`src/rtl/uart_receiver.sv`:
```
// Purpose: 8N1 LSB-first UART receiver with a single-byte ready/valid holding register.
// Latency: byte valid 2+SampleTime+9*SymbolEdgeTime clocks after the first edge that samples the start bit low.
// Backpressure: a good frame arriving while the held byte is unread is dropped and flagged by Overrun.
module uart_receiver #(
  parameter int ClockFreq = 100_000_000,
  parameter int BaudRate  = 115_200
) (
  input  logic       Clock,
  input  logic       ResetN,
  input  logic       SIn,
  output logic [7:0] DataOut,
  output logic       DataOutValid,
  input  logic       DataOutReady,
  output logic       FrameError,
  output logic       Overrun
);

  localparam int SymbolEdgeTime    = ClockFreq / BaudRate;
  localparam int SampleTime        = SymbolEdgeTime / 2;
  localparam int ClockCounterWidth = $clog2(SymbolEdgeTime);

  localparam logic [ClockCounterWidth-1:0] SampleLast = ClockCounterWidth'(SampleTime - 1);
  localparam logic [ClockCounterWidth-1:0] EdgeLast   = ClockCounterWidth'(SymbolEdgeTime - 1);

  typedef enum logic [2:0] {
    IDLE,
    START,
    DATA,
    STOP,
    WAIT_HIGH
  } state_t;

  state_t                       state, state_nxt;
  logic                         sin_meta, sin_sync;
  logic [ClockCounterWidth-1:0] clk_cnt, clk_cnt_nxt;
  logic [2:0]                   bit_cnt, bit_cnt_nxt;
  logic [7:0]                   shift, shift_nxt;
  logic [7:0]                   data_nxt;
  logic                         valid_nxt;
  logic                         frame_err_nxt;
  logic                         overrun_nxt;

  // Two-flop synchronizer; resets to the idle (high) line level.
  always_ff @(posedge Clock or negedge ResetN) begin
    if (!ResetN) begin
      sin_meta <= 1'b1;
      sin_sync <= 1'b1;
    end else begin
      sin_meta <= SIn;
      sin_sync <= sin_meta;
    end
  end

  // State, counters, shift register, holding register and registered flag pulses.
  always_ff @(posedge Clock or negedge ResetN) begin
    if (!ResetN) begin
      state        <= IDLE;
      clk_cnt      <= '0;
      bit_cnt      <= '0;
      shift        <= '0;
      DataOut      <= '0;
      DataOutValid <= 1'b0;
      FrameError   <= 1'b0;
      Overrun      <= 1'b0;
    end else begin
      state        <= state_nxt;
      clk_cnt      <= clk_cnt_nxt;
      bit_cnt      <= bit_cnt_nxt;
      shift        <= shift_nxt;
      DataOut      <= data_nxt;
      DataOutValid <= valid_nxt;
      FrameError   <= frame_err_nxt;
      Overrun      <= overrun_nxt;
    end
  end

  // Next-state logic: bit timing, sampling, frame checks and holding-register update.
  always_comb begin
    state_nxt     = state;
    clk_cnt_nxt   = clk_cnt;
    bit_cnt_nxt   = bit_cnt;
    shift_nxt     = shift;
    data_nxt      = DataOut;
    valid_nxt     = DataOutValid & ~DataOutReady;
    frame_err_nxt = 1'b0;
    overrun_nxt   = 1'b0;

    unique case (state)
      IDLE: begin
        clk_cnt_nxt = '0;
        if (!sin_sync) state_nxt = START;
      end
      START: begin
        clk_cnt_nxt = clk_cnt + 1'b1;
        if (clk_cnt == SampleLast) begin
          clk_cnt_nxt = '0;
          if (!sin_sync) begin
            state_nxt   = DATA;
            bit_cnt_nxt = '0;
          end else begin
            // Start bit vanished before its midpoint: treat as line noise.
            state_nxt = IDLE;
          end
        end
      end
      DATA: begin
        clk_cnt_nxt = clk_cnt + 1'b1;
        if (clk_cnt == EdgeLast) begin
          clk_cnt_nxt = '0;
          shift_nxt   = {sin_sync, shift[7:1]};
          bit_cnt_nxt = bit_cnt + 1'b1;
          if (bit_cnt == 3'd7) state_nxt = STOP;
        end
      end
      STOP: begin
        clk_cnt_nxt = clk_cnt + 1'b1;
        if (clk_cnt == EdgeLast) begin
          clk_cnt_nxt = '0;
          if (sin_sync) begin
            state_nxt = IDLE;
            // The slot is free if empty or being drained on this same edge.
            if (!DataOutValid || DataOutReady) begin
              data_nxt  = shift;
              valid_nxt = 1'b1;
            end else begin
              overrun_nxt = 1'b1;
            end
          end else begin
            frame_err_nxt = 1'b1;
            state_nxt     = WAIT_HIGH;
          end
        end
      end
      WAIT_HIGH: begin
        // A held-low line (break) must return high before a new start bit counts.
        clk_cnt_nxt = '0;
        if (sin_sync) state_nxt = IDLE;
      end
      default: begin
        clk_cnt_nxt = '0;
        state_nxt   = IDLE;
      end
    endcase
  end

endmodule

```
`config.mk`:
```
export PLATFORM = sky130hd
export DESIGN_NAME = uart_receiver
export DESIGN_NICKNAME = d
export VERILOG_FILES = /design/src/rtl/uart_receiver.sv
export SDC_FILE = /design/constraint.sdc
export NUM_CORES = 1
export LEC_CHECK = 0
export CORE_MARGIN = 2
export CORE_UTILIZATION = 60
export DETAILED_ROUTE_END_ITERATION = 16
export HOLD_SLACK_MARGIN = 0.06
export PLACE_DENSITY = 0.83
export SLEW_MARGIN = 10
export SYNTH_ARGS = -nofsm -noshare
export SYNTH_HDL_FRONTEND = slang
export SYNTH_SLANG_ARGS = --single-unit
```
`constraint.sdc`:
```
create_clock -name Clock -period 6 [get_ports Clock]
set_clock_uncertainty 0.15 [all_clocks]
set_input_delay 1.2 -clock Clock [delete_from_list [all_inputs] [get_ports Clock]]
set_output_delay 1.2 -clock Clock [all_outputs]
set_load 0.02 [all_outputs]
```
==> impl_metrics.ini, run 1 <==
[finish]
final_cell_area_sq_mm = 0.001921
drive_above_1_share_pct = 24.03
layoutNonFillerInstCount = 185
syn_to_final_growth_pct = 14.21
nFillCells = 207
antennaDiodeCount = 0
nets = 161

[clock_tree]
cts_tree = done
cts.sinks = 37
numCtsBuffers = 5
insertion_delay_ns = 0.35
clk_pin_slew_ns = 0.11
root_buffer = clkbuf_4
clk_path_buf_depth = 2
cts_resized = 0
h-tree-depth = 2
post-cts-setup-buffer-count = 0
hold_buffers = 0

[drt]
drtIter0Drc = 44
via_per_inst = 6.032
wirelength_um = 2923
ant_nets = 0
remaining_drc_errors = 0
vias = 1116
drt_pass1_iterations = 4
wire_per_inst_um = 15.80

[timing]
slew_violations = 0
setup_viol = 0
hold_violations = 0
fin_ws_ns = 3.319
tightestPinTransition_ns = 0.9456
fin_tns_setup_ns = 0
relSlewSlack_pct = 35.97
rsz0062_at_grt = false
fmax_mhz = 372.9
fin_crit_ns = 2.681
period_share_pct = 44.69

[critical_path]
crit_path_max_fanout = 2
cp_top_family = buffers and inverters
max_stage_delay_ns = 0.61
path_buf_inv = 1
path_class = flip-flop to output port
endpoint_kind = output port
slowest_stage = clkdlybuf4s50_1
arrival_ns = 1.33
crit_required_ns = 4.65
startpoint_type = flip-flop
path_cells = clkdlybuf4s50_1

[placement]
dp_slack_ns = 2.998
hpwl_um = 1999
dp.cells = 177
dpl_cell_area_sq_mm = 0.001837
portBuffers = 14
place_congestion = 0.8298

[synthesis]
synthDistinctLibCells = 38
async_flop_share_pct = 100.0
ys_warn_count = 0
synth_edf_count = 0
ys.flop_type = dfrtp_1
ys_ff_latch = 37
syn_inst = 135
ys_seq_area_share_pct = 55.21
synth_area_sq_mm = 0.001682
synth.avg_cell_area_sq_um = 12.46
synth_nets = 143

[job]
drv_cap = 0

[pwr]
p_per_area_mw_per_mm2 = 225.8
vdd_drop_max_uv = 274.6
leakage_nw = 0.9136

[floorplanning]
dieArea_sq_mm = 0.003242
coreArea_sq_mm = 0.002710
die_h_um = 56.94
ios = 15
die_width_um = 56.94
std_cell_rows = 19
start_util_pct = 62.05

[outcome]
status = completed

[grt]
overflow = 0
grt_max_degree = 38
antenna_found_initial = 0
grt_usage_pct = 20.63
grt_pass1_wl_um = 5050
grt_pass1_vias = 1121

[hold_path]
hold_class = flip-flop to flip-flop
==> flip-flops by register name, summed over array words and instances, names as in the netlist <==
signal	flops
FrameError	1
sin_sync	1
state	3
clk_cnt	10
sin_meta	1
Overrun	1
shift	8
bit_cnt	3
DataOut	8
DataOutValid	1
==> cells in the mapped netlist, drive strengths merged (3+ instances only) <==
library cell   n  area (sq um)
nand2          6         30.03
mux2          17         191.4
and3           4         26.28
xor2           5         43.79
buf            4         31.27
nand3         10         50.05
nor2b          3         21.27
nor3           5         25.02
nor2          12         45.04
xnor2          3         26.28
ha             4         50.05
nand4          3         25.02
dfrtp         35         875.8
==> per-layer routing <==
metal	track usage (%)	wire [um]	share of wire, %
met5	0	0	0
met4	9.302	48	1.6
met3	7.029	176	6.0
met2	33.83	1500	51
met1	24.73	1197	41
==> where the power goes <==
| part | switching, mW | internal, mW | total, mW |
|---|---|---|---|
| clock network | 0.0874 | 0.0882 | 0.176 |
| registers | 0.000748 | 0.251 | 0.251 |
| logic | 0.00462 | 0.00227 | 0.00690 |
| total | 0.0928 | 0.341 | 0.434 |
==> final timing paths <==
check,startpoint,to,slack (ns),depth (start not counted)
worst max-delay path,DataOut[0],DataOut[0],3.32,1
worst min-delay path,sin_meta,sin_sync,0.21,0
worst max register to register,clk_cnt[0],DataOut[3],3.71,5
worst min register to register,sin_meta,sin_sync,0.21,0
max in group asynchronous,ResetN,sin_meta,4.26,2
min in group asynchronous,ResetN,clk_cnt[5],1.09,2
==> per-stage QoR <==
| step | total power, mW | util [%] | hold WS (ns) |
|---|---|---|---|
| after floorplan | 0.2561 | - | 0.1952 |
| after global placement | 0.2632 | 67.77 | 0.1965 |
| after detailed placement | 0.2634 | 67.77 | 0.1988 |
| after CTS | 0.4380 | 70.87 | 0.2167 |
| after global routing | 0.4490 | 70.87 | 0.2176 |
| final | 0.4337 | 70.87 | 0.2142 |
==> final cells by class <==
class / count / area, sq um / area share [%]
tap: 31 / 38.79 / 2.020
clock buffer: 5 / 37.54 / 1.954
multi-input combinational: 92 / 714.4 / 37.20
sequential: 37 / 928.4 / 48.34
timing repair buffer: 15 / 147.6 / 7.687
inverter: 2 / 7.507 / 0.3909
clock inverter: 3 / 46.29 / 2.410
==> cell usage in the layout, fill, tap and decap left out, types with 2 or more instances in the layout <==
| cell type | count |
|---|---|
| and2_1 | 2 |
| inv_1 | 2 |
| clkdlybuf4s50_1 | 14 |
| nor2_1 | 12 |
| dfrtp_1 | 35 |
| xor2_1 | 5 |
| nor3_1 | 5 |
| dfstp_2 | 2 |
| ha_1 | 4 |
| clkbuf_4 | 5 |
| xnor2_1 | 3 |
| nand4_1 | 2 |
| a22o_1 | 2 |
| mux2_2 | 17 |
| and3_1 | 3 |
| nor2b_1 | 2 |
| nand2_1 | 5 |
| nand3_1 | 10 |
| a21oi_1 | 2 |
==> kinds of logic after synthesis <==
logic type	count (synthesis)	synth area share, %
buf+inv	6	2.306
fa+ha+maj	4	2.976
mux	17	11.38
flops	37	55.21
xor+xnor	8	4.167
simple gates	53	19.57
compound gates	10	4.390
No activity file was read; power rests on OpenSTA's default activity.
==> run 2: changes to the inputs <==
--- a/config.mk
+++ b/config.mk
@@ -6,10 +6,10 @@
 export NUM_CORES = 1
 export LEC_CHECK = 0
 export CORE_MARGIN = 2
-export CORE_UTILIZATION = 60
+export CORE_UTILIZATION = 50
 export DETAILED_ROUTE_END_ITERATION = 16
 export HOLD_SLACK_MARGIN = 0.06
-export PLACE_DENSITY = 0.83
+export PLACE_DENSITY = 0.73
 export SLEW_MARGIN = 10
 export SYNTH_ARGS = -nofsm -noshare
 export SYNTH_HDL_FRONTEND = slang
==> constraint.sdc (replaced) <==
create_clock -name Clock -period 2.4 [get_ports Clock]
set_clock_uncertainty 0.15 [all_clocks]
set_input_delay 0.48 -clock Clock [delete_from_list [all_inputs] [get_ports Clock]]
set_output_delay 0.48 -clock Clock [all_outputs]
set_load 0.02 [all_outputs]
==> run 2 against run 1 <==
Effect of this change: combinational power increased to 2.5 times the previous value; routed wire length decreased by 2.8%; cell count is 9.7% higher; hold slack better by 0.0016 ns; total power is 140% higher; non-clock buffer count grew 3; flip-flop and latch count stayed put; clock power rose by 140%; first-iteration DRC count up 41%; count of clock-buffer cells in the layout rose by 1; critical path depth grew 5; register-to-register slack lost 3.4 ns; highest routed layer unchanged.
==> impl_metrics.ini, run 2 (synthesized netlist as in run 1, its figures left out) <==
[drt]
drtIter0Drc = 62
vias = 1087
drt_pass1_iterations = 4
wirelength_um = 2841
remaining_drc_errors = 0
via_per_inst = 5.355
ant_nets = 0
wire_per_inst_um = 14.00

[grt]
overflow = 0
antenna_found_initial = 0
grt_pass1_vias = 1086
grt_usage_pct = 17.82
grt_max_degree = 38
grt_pass1_wl_um = 4864

[finish]
largest_reg_flops = 10
drive_above_1_share_pct = 24.84
regMostFlops = clk_cnt
nets = 164
biggestRegsByFlops = clk_cnt (10), DataOut (8), shift (8)
final_cell_mix = dfrtp_1 (35), mux2_2 (17), clkdlybuf4s50_1 (14), nor2_1 (12), nand3_1 (10)
final_core_util_pct = 59.50
antennaDiodeCount = 0
layout_commonest_cell = dfrtp_1
nFillCells = 274
syn_to_final_growth_pct = 16.22

[pwr]
vdd_drop_max_uv = 265.4
p_per_area_mw_per_mm2 = 542.5
leakage_nw = 0.9308

[timing]
fmax_mhz = 468.6
relSlewSlack_pct = 69.99
period_share_pct = 88.92
fin_tns_setup_ns = 0
hold_violations = 0
slew_violations = 0
fin_crit_ns = 2.134
tightestPinTransition_ns = 0.4501
rsz0062_at_grt = false
fin_ws_ns = 0.2659
setup_viol = 0

[placement]
dp_slack_ns = 0.2732
hpwl_um = 2049
place_congestion = 0.8384
portBuffers = 14

[clock_tree]
cts.sinks = 37
cts_tree = done
hold_buffers = 0
insertion_delay_ns = 0.34
h-tree-depth = 2
clk_path_buf_depth = 2
root_buffer = clkbuf_4
numCtsBuffers = 5
cts_resized = 0
clk_pin_slew_ns = 0.11
post-cts-setup-buffer-count = 0

[job]
drv_cap = 0

[critical_path]
crit_required_ns = 2.49
path_class = flip-flop to flip-flop
endpoint_kind = flip-flop
startpoint_type = flip-flop
arrival_ns = 2.22
crit_path_max_fanout = 8

[floorplanning]
std_cell_rows = 21
die_h_um = 62.00
coreArea_sq_mm = 0.003284
start_util_pct = 51.20
die_width_um = 62.00
ios = 15
dieArea_sq_mm = 0.003843

[outcome]
status = completed

[hold_path]
hold_class = flip-flop to flip-flop
run 2: cell count changes in the layout (fill, tap and decap cells not counted), sizes merged:
cell | before | now
clkbuf | 5 | 6
clkinvlp | 1 | 0
buf | 1 | 4
run 2: worst max-delay path, cell delays in order (launching register included):
cell and delay [ns]:
dfrtp_1 0.42, ha_1 0.23, and4bb_4 0.32, nand2_4 0.06, nor4b_4 0.29, buf_4 0.22
mux2_2 0.35
run 2: final timing paths:
| path | start | end | slack [ns] | cells past startpoint |
|---|---|---|---|---|
| min | sin_meta | sin_sync | 0.22 | 0 |
| max reg2reg | clk_cnt[0] | DataOut[1] | 0.27 | 6 |
| max | clk_cnt[0] | DataOut[1] | 0.27 | 6 |
| max in group asynchronous | ResetN | sin_sync | 1.37 | 2 |
| min in group asynchronous | ResetN | FrameError | 0.39 | 2 |
| min reg2reg | sin_meta | sin_sync | 0.22 | 0 |
run 2: report_power, final:
part	switching [mW]	internal (mW)
combinational	0.0118	0.00569
sequential	0.00188	0.626
clock	0.196	0.218
total	0.210	0.850
run 2: per-stage QoR:
step	area (sq um)	hold slack (ns)	cells	total power, mW
after floorplan	1682	0.03441	135	0.6402
after global placement	1878	0.1959	195	0.6581
after detailed placement	1878	0.1970	195	0.6587
after CTS	1954	0.2168	203	1.077
after global routing	1954	0.2263	203	1.107
final	1954	0.2158	203	1.060
run 2: routing by layer:
metal	part of all wire (%)	GRT usage, %	vias up
met3	4.2	6.418	6
met4	1.8	6.383	0
met1	46	22.58	532
met5	0	0	-
li1	-	-	529
met2	48	28.13	20
run 2: final cells by class:
type | instances | area [sq um] | share of cell area, %
Timing Repair Buffer | 18 | 170.2 | 8.707
Inverter | 2 | 7.507 | 0.3841
Clock buffer | 6 | 41.29 | 2.113
Sequential cell | 37 | 928.4 | 47.50
Tap cell | 46 | 57.56 | 2.945
Multi-Input combinational cell | 92 | 714.4 | 36.56
Clock inverter | 2 | 35.03 | 1.793
